==> src/rtl/tick_period_meter_pkg.sv <==
// Shared types and constants for the tick period meter.
package tick_period_meter_pkg;

   typedef enum logic [1:0] {
      IDLE       = 2'd0,
      WAIT_FIRST = 2'd1,
      MEASURE    = 2'd2
   } state_t;

   localparam int unsigned CLK_HZ = 100_000_000;

   // One second of system clock.
   localparam int unsigned DEFAULT_TIMEOUT_TICKS = CLK_HZ;

endpackage

==> src/rtl/tick_period_meter_sync.sv <==
// Multi-flop synchroniser for an asynchronous input, followed by a
// single-cycle rising-edge detector.
module sync_edge_detect #(
   parameter int unsigned SYNC_STAGES = 2
) (
   input  logic clk,
   input  logic rst,
   input  logic din,
   output logic rise
);

   logic [SYNC_STAGES-1:0] sync_q;
   logic                   prev_q;

   always_ff @(posedge clk) begin
      if (rst) begin
         sync_q <= '0;
         prev_q <= 1'b0;
      end else begin
         sync_q <= {sync_q[SYNC_STAGES-2:0], din};
         prev_q <= sync_q[SYNC_STAGES-1];
      end
   end

   always_comb begin
      rise = sync_q[SYNC_STAGES-1] & ~prev_q;
   end

endmodule

==> src/rtl/tick_period_meter.sv <==
// Measures clk cycles between consecutive rising edges of pulse_in, with a
// valid strobe per measurement and a timeout strobe when edges stop.
module tick_period_meter
   import tick_period_meter_pkg::*;
#(
   parameter int unsigned CNT_W         = 32,
   parameter int unsigned SYNC_STAGES   = 2,
   parameter int unsigned TIMEOUT_TICKS = DEFAULT_TIMEOUT_TICKS
) (
   input  logic             clk,
   input  logic             rst,
   input  logic             en,
   input  logic             pulse_in,
   output logic [CNT_W-1:0] period,
   output logic             valid,
   output logic             timeout,
   output logic             busy
);

   localparam logic [CNT_W-1:0] CNT_LAST = CNT_W'(TIMEOUT_TICKS - 1);
   localparam logic [CNT_W-1:0] CNT_ONE  = CNT_W'(1);

   state_t           state_q, state_d;
   logic [CNT_W-1:0] cnt_q, cnt_d;
   logic [CNT_W-1:0] period_d;
   logic             valid_d, timeout_d;
   logic             edge_det;

   sync_edge_detect #(
      .SYNC_STAGES (SYNC_STAGES)
   ) u_sync (
      .clk  (clk),
      .rst  (rst),
      .din  (pulse_in),
      .rise (edge_det)
   );

   always_ff @(posedge clk) begin
      if (rst) begin
         state_q <= IDLE;
         cnt_q   <= '0;
         period  <= '0;
         valid   <= 1'b0;
         timeout <= 1'b0;
         busy    <= 1'b0;
      end else begin
         state_q <= state_d;
         cnt_q   <= cnt_d;
         period  <= period_d;
         valid   <= valid_d;
         timeout <= timeout_d;
         busy    <= (state_d == MEASURE);
      end
   end

   always_comb begin
      state_d   = state_q;
      cnt_d     = cnt_q;
      period_d  = period;
      valid_d   = 1'b0;
      timeout_d = 1'b0;

      if (!en) begin
         state_d = IDLE;
         cnt_d   = '0;
      end else begin
         unique case (state_q)
            IDLE: begin
               cnt_d   = '0;
               state_d = WAIT_FIRST;
            end
            WAIT_FIRST: begin
               if (edge_det) begin
                  cnt_d   = '0;
                  state_d = MEASURE;
               end
            end
            MEASURE: begin
               // An edge coinciding with the last count still yields a
               // measurement of exactly TIMEOUT_TICKS.
               if (edge_det) begin
                  period_d = cnt_q + CNT_ONE;
                  valid_d  = 1'b1;
                  cnt_d    = '0;
               end else if (cnt_q == CNT_LAST) begin
                  timeout_d = 1'b1;
                  cnt_d     = '0;
                  state_d   = WAIT_FIRST;
               end else begin
                  cnt_d = cnt_q + CNT_ONE;
               end
            end
            default: begin
               state_d = IDLE;
               cnt_d   = '0;
            end
         endcase
      end
   end

endmodule

==> config.mk <==
export PLATFORM = sky130hd
export DESIGN_NAME = tick_period_meter
export DESIGN_NICKNAME = d
export VERILOG_FILES = /design/src/rtl/tick_period_meter_pkg.sv /design/src/rtl/tick_period_meter_sync.sv /design/src/rtl/tick_period_meter.sv
export SDC_FILE = /design/constraint.sdc
export NUM_CORES = 1
export LEC_CHECK = 0
export ABC_CLOCK_PERIOD_IN_PS = 2500
export BUFFER_PORTS_ARGS = -buffer_cell sky130_fd_sc_hd__buf_2
export CORE_AREA = 8 8 98 100
export DETAILED_ROUTE_END_ITERATION = 6
export DIE_AREA = 0 0 106 108
export PLACE_DENSITY = 0.6
export SETUP_SLACK_MARGIN = 0.4
export SLEW_MARGIN = 15
export SYNTH_ARGS = -nofsm -noshare
export SYNTH_HDL_FRONTEND = slang
export SYNTH_HIERARCHICAL = 1
export SYNTH_SLANG_ARGS = --single-unit
==> constraint.sdc <==
create_clock -name clk -period 2.5 [get_ports clk]
set_input_delay 0.5 -clock clk [delete_from_list [all_inputs] [get_ports clk]]
set_output_delay 0.5 -clock clk [all_outputs]
set_load 0.1 [all_outputs]
==> results.md, run 1 <==
- Share of the synthesized area in the top cell type: 0.4119
- Post-synth cell types: 51
- Multi-input gate area: 1949 µm²
- Critical Setup Path Class: reg -> reg
- Post-detail-place hpwl: 5506 µm
- Port bufs: 38
- ANT nets after route: 0
- Root buffer cell: clkbuf_8
- Fin util: 0.5074
- Fraction of layout cells with a size suffix above 1: 0.2295
- Top FF cell, synth: dfxtp_1
- First-pass GRT wire length: 13710 µm
- GR Overflow Total: 0
- Fraction of registers with async set/reset: 0
- R2r setup slk: 0.48 ns
- # H-tree levels: 3
- Post-synthesis simple-gate area fraction: 0.2596
- Top layer in use: met4
- Worst Path Max Fanout: 8
- #FFs+latches synth: 72
- Vias in the first global route: 2819
- Ys Warns: 6
- Max-cap violations: 0
- 1st-iter DRT viols: 179
- Crit path required time: 2.73 ns
- Die height: 108 µm
- Slew Limit Fails: 0
- Detailed Route WL: 8073 µm
- GRT Util Overall: 0.1456
- # hold bufs at CTS: 0
- Post-synth top cells: dfxtp_1 (72), nor2_1 (44), a31oi_1 (36)
- Most common cell in the netlist: dfxtp_1
- Syn Inst Count: 407
- Post-synth EDFFs: 0
- Top cells by area, synth: dfxtp_1 (41%), a31oi_1 (6.4%), a211oi_1 (6.2%)
- Nets: 441
- Worst-Skew Late Latency: 0.35 ns
- Syn avg cell area: 8.599 µm²
- Num CTS Buffers: 9
- Syn Nets: 412
- Fmax: 494.9 MHz
- Clk_skew: 0.006944 ns
- Core ar.: 8051 µm²
- CP startpoint: cnt_q[4]$_SDFFE_PP0P_
- Post-synthesis xor/xnor area fraction: 0.07508
- Final hold violations: 0
- Largest net degree at the start of global routing: 65
- Min Hold Slack: 0.3625 ns
- Max clock buf depth: 2
- R2R Path Start: cnt_q[4]$_SDFFE_PP0P_
- Tcrit/Tclk final: 0.8083
- Crit end category: flop
- Synth Area in Adders: 0.003575
- Drt first pass iters: 4
- Combinational family with the most area after synthesis: simple AND/OR/NAND/NOR gates
- Period minus WS final: 2.021 ns
- Hold WC Path Type: in -> reg
- WL/cell: 14.81 µm
- Fill count: 814
- PwrDens: 546.2 nW/µm²
- Reg-to-Reg End: cnt_q[26]$_SDFFE_PP0P_
- Synth Area in Compound Gates: 0.1988
- Row cnt: 33
- Worst Reg2Reg Path Length in Cells: 5
- Met3 Wirelength: 337 µm
- Routed length on met2: 3846 µm
- Outcome: finished, final reports clean
- Die width: 106 µm
- IO Pins: 39
- Dpl ws: 0.3167 ns
- Hold path cells: 2
- Final worst slack: 0.4793 ns
- CP Launch Type: flop
- Initial antenna violation count: 0
- # DRC: 0
- Total negative slack: 0 ns
- Final setup violating endpoints: 0
- Max VDD drop: 0.0002967 V
- Slew @ Worst Pin: 0.4913 ns
- GPL Wtd Cong: 0.8312
- Clock sinks: 72
- Area Growth Syn to Fin: 16.73%
- Seq/Total Area, Yosys: 0.4119
- Routed vias/inst: 5.580
- WP data arrival: 2.25 ns
- Seq. cell area: 1454 µm²
- Multiplexer share of the synthesized area: 0.002860
- WL met1: 3794 µm
- Initial Utilization: 0.4347
- DR vias: 3041
- Largest area contributor in the netlist: dfxtp_1
- Mapped Area: 3500 µm²
- P_leak: 1.415 nW
- CTS tree: built
- Die ar.: 11450 µm²
- Setup crit end: cnt_q[26]$_SDFFE_PP0P_
- Antenna cells: 0
- Worst-path clk slew: 0.07 ns
- Max_slew headroom: 0.6747
- RSZ-0062 raised after global routing: true
-- state kept, by name, indices dropped and copies added, names as in the netlist --
register       count
valid              1
cnt_q             32
state_q            2
period            32
timeout            1
busy               1
u_sync/sync_q      2
u_sync/prev_q      1
-- kinds of logic after synthesis --
family | count (synthesis)
and+or+nand+nor | 159
AOI/OAI and AO/OA | 106
DFF | 72
buffers and inverters | 38
xor gates and xnor gates | 30
muxes | 1
adders and majority gates | 1
-- metrics by stage --
stage	instance area [µm²]	instances	power, mW
after CTS	3993	540	2.259
after global placement	3761	524	1.223
final	4085	545	2.231
after detailed placement	3761	524	1.224
after floorplan	3501	407	1.211
after global routing	4085	545	2.308
-- how the worst min path moves through the flow --
stage / slack [ns] / startpoint / to
5_1_grt: 0.37 / pulse_in / u_sync/sync_q[0]$_SDFF_PP0_
6_report: 0.36 / pulse_in / u_sync/sync_q[0]$_SDFF_PP0_
2_1_floorplan: 0.41 / u_sync/sync_q[0]$_SDFF_PP0_ / u_sync/sync_q[1]$_SDFF_PP0_
3_3_place_gp: 0.42 / u_sync/sync_q[0]$_SDFF_PP0_ / u_sync/sync_q[1]$_SDFF_PP0_
3_5_place_dp: 0.43 / u_sync/sync_q[0]$_SDFF_PP0_ / u_sync/sync_q[1]$_SDFF_PP0_
4_1_cts: 0.35 / pulse_in / u_sync/sync_q[0]$_SDFF_PP0_
-- critical path, cell delays in order (launching register included) --
cell	delay (ns)
dfxtp_1	0.47
nand4_4	0.26
or4_4	0.56
or3_1	0.38
o21ai_1	0.14
a31oi_1	0.09
-- layout make-up --
type / count / area share
multi-input cells: 297 / 0.4772
well taps: 105 / 0.03216
clock inverters: 3 / 0.01593
clock buffers: 12 / 0.03798
inverters: 2 / 0.001838
repair buffers: 54 / 0.07902
flip-flops and latches: 72 / 0.3559
-- placed cells by master (no fill, tap or decap), types with 2 or more instances in the layout --
cell       count
a211oi_2       2
or2_1          2
nor3_2         4
nor2_1        44
o21ai_1        5
a31oi_1       36
or3_1          2
or2_2          2
buf_4         15
bufinv_16      2
o32ai_1        2
inv_1          2
nor4_4         4
and3_1         4
clkbuf_8      11
xnor2_1       18
or4_4          2
nor4b_1        4
buf_2         38
nor3_1         5
a21oi_1       20
a41oi_1        4
xor2_1        12
nor4_1         2
and4_1         5
dfxtp_1       62
o21ai_0        4
nand3_1       11
nand4_1       10
nand2b_1       8
a211oi_1      29
nor2b_1        5
dfxtp_2       10
nand2_1       30
and2_1         4
-- what timing repair did --
item,CTS,global route
gates resized for setup,1,15
buffers inserted,1,5
endpoints found under the hold margin,0,0
pin swaps,1,4
endpoints found under the setup margin,10,45
-- power by group --
group | total (mW) | switching [mW] | internal [mW] | leakage, nW
clock network | 1.03 | 0.424 | 0.610 | 0.112
registers | 1.15 | 0.00376 | 1.15 | 0.586
logic | 0.0430 | 0.0310 | 0.0120 | 0.717
total | 2.23 | 0.459 | 1.77 | 1.42
-- layer usage --
layer | vias to the layer above | global-route usage
li1 | 1539 | -
met1 | 1442 | 0.1781
met2 | 51 | 0.2364
met3 | 9 | 0.03510
met4 | 0 | 0.07136
met5 | - | 0
No activity file was read; power rests on OpenSTA's default activity.
==> run 2: changes to the inputs <==
--- a/config.mk
+++ b/config.mk
@@ -5,7 +5,7 @@
 export SDC_FILE = /design/constraint.sdc
 export NUM_CORES = 1
 export LEC_CHECK = 0
-export ABC_CLOCK_PERIOD_IN_PS = 2500
+export ABC_CLOCK_PERIOD_IN_PS = 2000
 export BUFFER_PORTS_ARGS = -buffer_cell sky130_fd_sc_hd__buf_2
 export CORE_AREA = 8 8 98 100
 export DETAILED_ROUTE_END_ITERATION = 6
==> constraint.sdc (replaced) <==
create_clock -name clk -period 2 [get_ports clk]
set_input_delay 0.4 -clock clk [delete_from_list [all_inputs] [get_ports clk]]
set_output_delay 0.4 -clock clk [all_outputs]
set_load 0.1 [all_outputs]
==> results.md, run 2 (synthesized netlist as in run 1, its figures left out) <==
- Outcome: finished, final reports clean
- Area after DPL: 4073 µm² (+8.3%)
- Largest regs: cnt_q x32, period x32
- Core ar.: 8051 µm² (unchanged)
- First-pass GRT wire length: 16130 µm (+18%)
- Root buffer cell: clkbuf_8
- GPL Wtd Cong: 0.8271 (-0.49%)
- PwrDens: 491.6 nW/µm² (-10%)
- Largest net degree at the start of global routing: 65 (unchanged)
- # H-tree levels: 3 (unchanged)
- Row cnt: 33 (unchanged)
- IO Pins: 39 (unchanged)
- Crit end category: flop
- Total negative slack: 0 ns (unchanged)
- Area Growth Syn to Fin: 52.81%
- Max-cap violations: 0 (unchanged)
- Crit-path cells: buf_4, nor4b_1, and4_4, a21oi_4, buf_8, buf_12, o21ai_0, a31oi_1
- Max_slew headroom: 0.6717 (-0.003008)
- Int Power: 2.012 mW (+14%)
- Port bufs: 38 (unchanged)
- Clock sinks: 72 (unchanged)
- Die height: 108 µm (unchanged)
- Critical Setup Path Class: reg -> reg
- Post-detail-place hpwl: 6048 µm (+9.8%)
- Nets: 508 (+15%)
- Detailed Route WL: 11010 µm (+36%)
- Clock network fraction of total power: 0.436 (-0.028)
- Initial antenna violation count: 0 (unchanged)
- Worst-Skew Late Latency: 0.36 ns (about the same)
- Worst Path Max Fanout: 8 (unchanged)
- Cell area after layout: 5348 µm² (+31%)
- Max clock buf depth: 2 (unchanged)
- Tcrit/Tclk final: 0.9513 (+0.1430)
- Antenna cells: 0 (unchanged)
- Slew Limit Fails: 0 (unchanged)
- Sw frac: 0.2348 (+0.02903)
- Num CTS Buffers: 9 (unchanged)
- Hold WC Path Type: in -> reg
- Worst-path clk slew: 0.08 ns (about the same)
- Most frequent cells in the layout: buf_4 (56), dfxtp_1 (45), nor2_1 (38)
- Fmax: 525.6 MHz (+6.2%)
- GR Overflow Total: 0 (unchanged)
- Net Switching: 0.6171 mW (+34%)
- Final hold violations: 0 (unchanged)
- Fraction of layout cells with a size suffix above 1: 0.5157 (+0.2862)
- Clk_skew: 0.01014 ns (+0.003196 ns)
- CTS tree: built
- # DRC: 0 (unchanged)
- Initial Utilization: 0.4347 (unchanged)
- Final setup violating endpoints: 0 (unchanged)
- Slew @ Worst Pin: 0.4958 ns (+0.004542 ns)
- Seq pwr share: 0.540 (+0.023)
- Critical path's largest stage delay: 0.36 ns (-0.20 ns)
- Most common cell after layout, fill and taps aside: buf_4
- 1st-iter DRT viols: 176 (-1.7%)
- Die width: 106 µm (unchanged)
- DR vias: 3554 (+17%)
- P_leak: 1.938 nW (+37%)
- Buf+Inv Stages, Crit Path: 3 (+3)
- Crit path required time: 2.22 ns (-0.51 ns)
- Slowest-stage cell, CP: dfxtp_2
- GRT Util Overall: 0.1739 (+0.02833)
- Routed vias/inst: 5.798 (+3.9%)
- Cell family with most CP delay: simple AND/OR/NAND/NOR gates
- Combinational fraction of design power: 0.023 (+0.004)
- Vias in the first global route: 3251 (+15%)
- Die ar.: 11450 µm² (unchanged)
- RSZ-0062 raised after global routing: true
- Period minus WS final: 1.903 ns (-0.1181 ns)
- Max VDD drop: 0.0002621 V (-12%)
- CP Launch Type: flop
- WL/cell: 17.96 µm (+21%)
- WP data arrival: 2.12 ns (-0.13 ns)
- Drt first pass iters: 5 (+1)
- ANT nets after route: 0 (unchanged)
[run 2: routing by layer]
metal | track usage | part of all wire | vias up
li1 | - | - | 1695
met1 | 0.2124 | 0.44 | 1758
met2 | 0.2936 | 0.50 | 81
met3 | 0.03986 | 0.042 | 20
met4 | 0.06432 | 0.021 | 0
met5 | 0 | 0 | -
[run 2: repair_timing]
action | in CTS | in global routing
hold buffers | 0 | 0
cloned | 3 | 3
pin swaps | 21 | 51
gates resized for setup | 47 | 98
endpoints found under the setup margin | 58 | 69
setup buffers | 19 | 25
[run 2: cell type report]
class	instances	area, µm²
clock inverters	5	57.56
well taps	105	131.4
multi-input cells	297	2456
flip-flops and latches	72	1515
clock buffers	11	131.4
repair buffers	121	1046
inverters	2	10.01
fillers	631	2704
[run 2: path summary, 6_finish.rpt]
kind / from / to / slack [ns] / depth (start not counted)
max: cnt_q[26]$_SDFFE_PP0P_ / cnt_q[10]$_SDFFE_PP0P_ / 0.1 / 8
min: pulse_in / u_sync/sync_q[0]$_SDFF_PP0_ / 0.25 / 2
max reg2reg: cnt_q[26]$_SDFFE_PP0P_ / cnt_q[10]$_SDFFE_PP0P_ / 0.1 / 8
min reg2reg: u_sync/sync_q[0]$_SDFF_PP0_ / u_sync/sync_q[1]$_SDFF_PP0_ / 0.44 / 1
[run 2: power by group through the flow]
stage               registers, mW  clock network [mW]  logic, mW
finish                       1.42                1.15     0.0616
CTS                          1.43                1.17     0.0584
floorplan                    1.48                   0     0.0345
detailed placement           1.47                   0     0.0556
global route                 1.42                1.25     0.0669
global placement             1.47                   0     0.0551
[run 2: per-stage QoR]
stage | hold slack [ns] | setup WS (ns) | total power, mW | util | instances
6_report | 0.2480 | 0.09744 | 2.629 | 0.6642 | 613
5_1_grt | 0.2730 | 0.005292 | 2.737 | 0.6642 | 613
4_1_cts | 0.2337 | 0.1372 | 2.662 | 0.5790 | 585
3_5_place_dp | 0.4285 | 0.07065 | 1.528 | 0.5058 | 547
3_3_place_gp | 0.4238 | 0.06536 | 1.527 | 0.5058 | 547
2_1_floorplan | 0.4138 | 0.1025 | 1.511 | - | 407
[run 2: worst register-to-register path: cells and delay by family, from the launching register on]
kind                   cells  cell delay (ns)
AND/OR/NAND/NOR            2             0.63
buffers and inverters      3             0.43
flip-flops                 1             0.36
AO/OA/AOI/OAI              3             0.34
